### config.mk
export PLATFORM = sky130hd
export DESIGN_NAME = regfile_mp
export DESIGN_NICKNAME = d
export VERILOG_FILES = /design/src/rtl/rf_pkg.sv /design/src/rtl/rf_scoreboard.sv /design/src/rtl/regfile_mp.sv
export SDC_FILE = /design/constraint.sdc
export NUM_CORES = 2
export LEC_CHECK = 0
export BUFFER_PORTS_ARGS = -buffer_cell sky130_fd_sc_hd__buf_2
export CAP_MARGIN = 20
export CORE_UTILIZATION = 50
export DETAILED_ROUTE_END_ITERATION = 10
export MAX_ROUTING_LAYER = met4
export PLACE_DENSITY = 0.7
export SLEW_MARGIN = 20
export SYNTH_ARGS = -nofsm -noshare
export SYNTH_HDL_FRONTEND = slang
export SYNTH_SLANG_ARGS = --single-unit
### constraint.sdc
create_clock -name clk -period 57.5 [get_ports clk]
set_input_delay 17.25 -clock clk [delete_from_list [all_inputs] [get_ports clk]]
set_output_delay 17.25 -clock clk [all_outputs]
set_load 0.02 [all_outputs]
### src/rtl/rf_pkg.sv
// ---------------------------------------------------------------------------
// rf_pkg
//   Shared constants and helpers for the multi-port register file:
//   default geometry, a constant-safe clog2, and the per-port slice helper
//   used to locate port i inside the flattened ra/rd buses.
// ---------------------------------------------------------------------------
package rf_pkg;

    localparam int XLEN_DEF  = 32;
    localparam int NREGS_DEF = 32;
    localparam int NRD_DEF   = 2;
    localparam int NRD_MAX   = 4;

    // Address width for n entries. Never returns 0, so a 1-entry or
    // 2-entry file still gets a usable 1-bit address.
    function automatic int clog2(input int n);
        int r;
        r = 0;
        for (int i = 0; i < 31; i++) begin
            if ((1 << i) < n) r = i + 1;
        end
        return (r < 1) ? 1 : r;
    endfunction

    // Low bit of port `port` inside a flattened bus of `w`-bit fields.
    function automatic int port_lo(input int port, input int w);
        return port * w;
    endfunction

endpackage

### src/rtl/rf_scoreboard.sv
// ---------------------------------------------------------------------------
// rf_scoreboard
//   Pending-load scoreboard. One bit per architectural register; a bit is
//   set when a load targeting that register issues and cleared when the
//   load-fill write port retires data into it.
//
// Ports
//   clk        in   rising-edge clock
//   rst        in   asynchronous active-high reset, clears every bit
//   i_set      in   load issued this cycle
//   i_set_addr in   destination register of the issued load
//   i_clr      in   load-fill write this cycle
//   i_clr_addr in   register written by the load fill
//   o_busy     out  current scoreboard, bit r = register r pending
// ---------------------------------------------------------------------------
module rf_scoreboard
    import rf_pkg::*;
#(
    parameter int NREGS    = NREGS_DEF,
    parameter int ZERO_REG = 1,
    localparam int AW      = clog2(NREGS)
) (
    input  logic             clk,
    input  logic             rst,
    input  logic             i_set,
    input  logic [AW-1:0]    i_set_addr,
    input  logic             i_clr,
    input  logic [AW-1:0]    i_clr_addr,
    output logic [NREGS-1:0] o_busy
);

    logic [NREGS-1:0] r_busy;
    logic [NREGS-1:0] w_next;

    // Clear first, then set: a new load issuing in the same cycle as the
    // previous fill of that register must leave the register pending.
    always_comb begin
        w_next = r_busy;
        if (i_clr) w_next[i_clr_addr] = 1'b0;
        if (i_set) w_next[i_set_addr] = 1'b1;
        if (ZERO_REG != 0) w_next[0] = 1'b0;
    end

    always_ff @(posedge clk or posedge rst) begin
        if (rst) r_busy <= '0;
        else     r_busy <= w_next;
    end

    assign o_busy = r_busy;

endmodule

### src/rtl/regfile_mp.sv
// ---------------------------------------------------------------------------
// regfile_mp
//   Parametrised integer register file: NRD asynchronous read ports, two
//   write ports (0 = ALU writeback, 1 = load fill), optional hardwired zero
//   register, optional write-first bypass, and a pending-load scoreboard
//   consulted by the hazard unit.
//
// Ports
//   clk        in   rising-edge clock
//   rst        in   asynchronous active-high reset (storage + scoreboard)
//   ra         in   read addresses, port i at [i*AW +: AW]
//   rd         out  read data, port i at [i*XLEN +: XLEN]
//   rd_busy    out  port i addresses a register with a load outstanding
//   we0/wa0/wd0 in  ALU writeback port
//   we1/wa1/wd1 in  load-fill port, wins over port 0 on address collision
//   busy_set   in   a load to busy_addr issues this cycle
//   busy_addr  in   destination register of that load
//   busy_vec   out  full scoreboard
// ---------------------------------------------------------------------------
module regfile_mp
    import rf_pkg::*;
#(
    parameter int XLEN     = XLEN_DEF,
    parameter int NREGS    = NREGS_DEF,
    parameter int NRD      = NRD_DEF,
    parameter int ZERO_REG = 1,
    parameter int BYPASS   = 1,
    localparam int AW      = clog2(NREGS)
) (
    input  logic                clk,
    input  logic                rst,
    input  logic [NRD*AW-1:0]   ra,
    output logic [NRD*XLEN-1:0] rd,
    output logic [NRD-1:0]      rd_busy,
    input  logic                we0,
    input  logic [AW-1:0]       wa0,
    input  logic [XLEN-1:0]     wd0,
    input  logic                we1,
    input  logic [AW-1:0]       wa1,
    input  logic [XLEN-1:0]     wd1,
    input  logic                busy_set,
    input  logic [AW-1:0]       busy_addr,
    output logic [NREGS-1:0]    busy_vec
);

    // ------------------------------------------------------------------
    // Storage
    // ------------------------------------------------------------------
    logic [XLEN-1:0] r_mem [NREGS];
    logic            w_wr0;
    logic            w_wr1;

    // Writes to the zero register are simply never performed, so entry 0
    // keeps its reset value of 0 forever.
    assign w_wr0 = we0 && !((ZERO_REG != 0) && (wa0 == '0));
    assign w_wr1 = we1 && !((ZERO_REG != 0) && (wa1 == '0));

    // Port 1 is written after port 0 so it wins on a same-address collision.
    always_ff @(posedge clk or posedge rst) begin
        if (rst) begin
            for (int k = 0; k < NREGS; k++) r_mem[k] <= '0;
        end else begin
            if (w_wr0) r_mem[wa0] <= wd0;
            if (w_wr1) r_mem[wa1] <= wd1;
        end
    end

    // ------------------------------------------------------------------
    // Scoreboard: only the load-fill port retires a pending load.
    // ------------------------------------------------------------------
    rf_scoreboard #(
        .NREGS    (NREGS),
        .ZERO_REG (ZERO_REG)
    ) u_sb (
        .clk        (clk),
        .rst        (rst),
        .i_set      (busy_set),
        .i_set_addr (busy_addr),
        .i_clr      (we1),
        .i_clr_addr (wa1),
        .o_busy     (busy_vec)
    );

    // ------------------------------------------------------------------
    // Read ports
    // ------------------------------------------------------------------
    // Bypass is held off during reset so rd reads 0 even if a write strobe
    // happens to be high while the array is being cleared.
    logic w_byp_en;
    assign w_byp_en = (BYPASS != 0) && !rst;

    for (genvar gi = 0; gi < NRD; gi++) begin : g_rd
        logic [AW-1:0]   w_ra;
        logic [XLEN-1:0] w_rd;
        logic            w_hit0;
        logic            w_hit1;

        assign w_ra   = ra[port_lo(gi, AW) +: AW];
        assign w_hit1 = w_byp_en && we1 && (wa1 == w_ra);
        assign w_hit0 = w_byp_en && we0 && (wa0 == w_ra);

        // Priority mirrors the write ordering: zero reg, fill, ALU, array.
        always_comb begin
            if ((ZERO_REG != 0) && (w_ra == '0)) w_rd = '0;
            else if (w_hit1)                     w_rd = wd1;
            else if (w_hit0)                     w_rd = wd0;
            else                                 w_rd = r_mem[w_ra];
        end

        assign rd[port_lo(gi, XLEN) +: XLEN] = w_rd;

        // A fill arriving this cycle is forwarded, so the consumer need
        // not stall on it even though the busy bit clears only next cycle.
        assign rd_busy[gi] = busy_vec[w_ra] & ~w_hit1;
    end

endmodule
==> results.sh <==
export IMPL_ys_types=62
export IMPL_grt_pass1_vias=54560
export IMPL_initial_core_util_pct=50.50
export IMPL_core_area_um2=133800
export IMPL_synth_xor_area_share_pct=0.2703
export IMPL_cp_arrival_ns=21.87
export IMPL_clkSinkCount=1055
export IMPL_fin_skew_ns=0
export IMPL_total_power_mw=2.558
export IMPL_cts_setup_buffers=0
export IMPL_power_per_cell_area_nw_per_um2=35.24
export IMPL_async_flop_share_pct=100.0
export IMPL_fin_tns_setup_ns=0
export IMPL_cts_htree_levels=3
export IMPL_crit_fanout=41
export IMPL_ys_seq_elements=1055
export IMPL_die_y_um=369.6
export IMPL_power_internal_mw=1.733
export IMPL_cap_violations=0
export IMPL_io_buffers=190
export IMPL_post_place_ws_ns=18.81
export IMPL_clock_fmax_mhz=25.56
export IMPL_drive_above_1_share_pct=16.45
export IMPL_fillers=11430
export IMPL_ys_seq_area_share_pct=39.07
export IMPL_worstMarginPinSlew_ns=1.257
export IMPL_min_delay_start="r_mem[1018]"
export IMPL_p_switching_mw=0.8248
export IMPL_worst_slack_ns=18.38
export IMPL_slew_violations=0
export IMPL_hpwl_um=147700
export IMPL_path_clk_slew_ns=0.06
export IMPL_antenna_left=0
export IMPL_synth_mux_area_fraction_pct=32.67
export IMPL_overflow=0
export IMPL_synth_edf_count=0
export IMPL_synth_nets=6723
export IMPL_area_growth_pct=7.407
export IMPL_clk_latency_ns=0.75
export IMPL_remaining_drc_errors=8
export IMPL_vdd_drop_max_mv=0.02886
export IMPL_syn_instance_count=6629
export IMPL_fin_nets=6288
export IMPL_synth_avg_cell_area_um2=10.19
export IMPL_dr_pass1_iters=11
export IMPL_power_frac_comb_pct=25.5
export IMPL_synth_top_family_by_area="multiplexers"
export IMPL_clkPwrFrac_pct=31.7
export IMPL_finalHoldViolCount=0
export IMPL_drt_wl_total_um=265600
export IMPL_synth_ff_type="dfrtp_1"
export IMPL_synth_compound_area_share_pct=14.02
export IMPL_critPathLaunchType="input port"
export IMPL_cts_tree="built"
export IMPL_grt_max_degree=168
export IMPL_crit_start="ra[3]"
export IMPL_min_path_type="reg -> reg"
export IMPL_seqPwrFrac_pct=42.8
export IMPL_rows=134
export IMPL_leakage_nw=31.87
export IMPL_yosys_area_share_simple_pct=8.127
export IMPL_post_drt_wl_per_cell_um=32.82
export IMPL_status="finished, violations left"
export IMPL_antenna_found_initial=33
export IMPL_crit_type="in -> out"
export IMPL_placed_cells=7842
export IMPL_cts_resized=0
export IMPL_pin_count=192
export IMPL_syn_area_um2=67570
export IMPL_gp_congestion=0.9452
export IMPL_root_buffer="clkbuf_16"
export IMPL_fp_dieW_um=369.6
export IMPL_min_period_over_period_pct=68.03
export IMPL_power_switching_share_pct=32.25
export IMPL_yosys_warnings=0
export IMPL_first_iter_violations=8805
export IMPL_r2r_start="r_mem[885]"
export IMPL_period_minus_slack_ns=39.12
export IMPL_setup_viol=0
export IMPL_vias=57010
export IMPL_rsz0062_at_grt="no"
export IMPL_die_area_um2=136600
export IMPL_synth_adder_area_share_pct=0
export IMPL_numCtsBuffers=115
export IMPL_violations="design-rule violations"
export IMPL_viasPerCell=7.046
export IMPL_slew_headroom_pct=16.00
export IMPL_cts_buffer_depth=3
export IMPL_ctsHoldBuffers=0
export IMPL_crit_path_end_kind="output port"
export IMPL_grtUsageTotal_pct=39.36
export IMPL_worstPathRequired_ns=40.25
export IMPL_finalNonFillerCells=8091
export IMPL_grt_pass1_wl_um=382000
==> cell usage after synthesis (all sizes together), types with 64 or more instances <==
cell type,instances,area (um2)
a21oi,576,2883
a31oi,64,400.4
buf,277,1655
clkbuf,567,2128
dfrtp,1055,26400
mux2,94,1059
mux2i,1326,13270
mux4,344,7747
nand2,563,2113
nor2,553,2076
nor3,100,510.5
o21ai,511,2557
o32ai,64,733.2
==> worst max-delay path: stages <==
cell     delay, ns
buf_4         0.64
xnor2_1       0.26
nand4_4       0.82
nor2_1        0.83
or3_2         0.81
buf_4         0.58
o32ai_2       0.31
buf_2         0.27
==> state kept, by name (all words and copies together) (netlist names) <==
name and flops:
u_sb.o_busy 31, r_mem 1024
==> routing by layer <==
layer,vias up,global-route usage [%],routed length [um]
met1,28020,50.01,97810
met5,-,-,0
met2,4594,53.23,111200
met4,0,23.56,17340
li1,23340,-,-
met3,1056,14.44,39230
==> stage by stage <==
stage          utilization (%)  area, um2  hold WS (ns)
3_3_place_gp             51.06      68310        0.3765
6_report                 54.25      72580        0.3960
4_1_cts                  54.11      72390        0.3969
5_1_grt                  54.23      72560        0.4072
2_1_floorplan                -      67580        0.4413
3_5_place_dp             51.08      68340        0.3820
==> worst paths after layout <==
check	to	slack (ns)	cells after the start
setup / recovery	rd[7]	18.38	8
hold / removal	r_mem[1018]	0.40	0
setup reg to reg	r_mem[885]	56.59	2
hold reg to reg	r_mem[1018]	0.40	0
max in group asynchronous	r_mem[362]	36.61	7
min in group asynchronous	r_mem[719]	16.83	3
==> layout by cell type (no fill, tap or decap), drive strengths merged, types with 6 or more instances in the layout <==
cell type  count
a2111oi       30
clkinvlp       6
a211oi        62
nor2b         38
bufinv        16
a2bb2oi        9
a31oi         64
nor3b          8
diode         36
o221ai        62
xnor2         12
xor2           8
nand2        563
a21o          32
a32oi          8
clkbuf       163
nor2         553
nor3         100
o32ai         64
o22ai         62
inv           45
o21ai        511
a22o          61
buf          292
a211o         31
mux2i       1326
mux4         344
a21oi        576
nand3b        11
mux2          94
dfrtp       1055
clkinv        22
or3           11
==> power by group through the flow <==
stage / Clock (mW) / Sequential [mW] / Combinational, mW
finish: 0.810 / 1.10 / 0.653
detailed placement: 0 / 1.09 / 0.637
CTS: 0.808 / 1.08 / 0.639
global placement: 0 / 1.08 / 0.618
global route: 0.835 / 1.11 / 0.699
floorplan: 0 / 1.06 / 0.488
==> kinds of logic (layout without fill, tap and decap cells) <==
family          Yosys count  after routing
simple gates           1326           1326
compound gates         1577           1577
xor+xnor                 20             20
other cells               1             37
buf+inv                 886            544
flops                  1055           1055
mux                    1764           1764
==> area by class of cell <==
class / instances / area, um2 / area share, %
multi-input combinational: 4688 / 37770 / 52.04
sequential: 1055 / 26400 / 36.38
clock buffer: 163 / 3381 / 4.658
tap: 1768 / 2212 / 3.048
timing repair buffer: 292 / 1898 / 2.615
clock inverter: 47 / 666.9 / 0.9189
inverter: 42 / 161.4 / 0.2224
antenna: 36 / 90.09 / 0.1241
(Power assumes the default switching activity.)
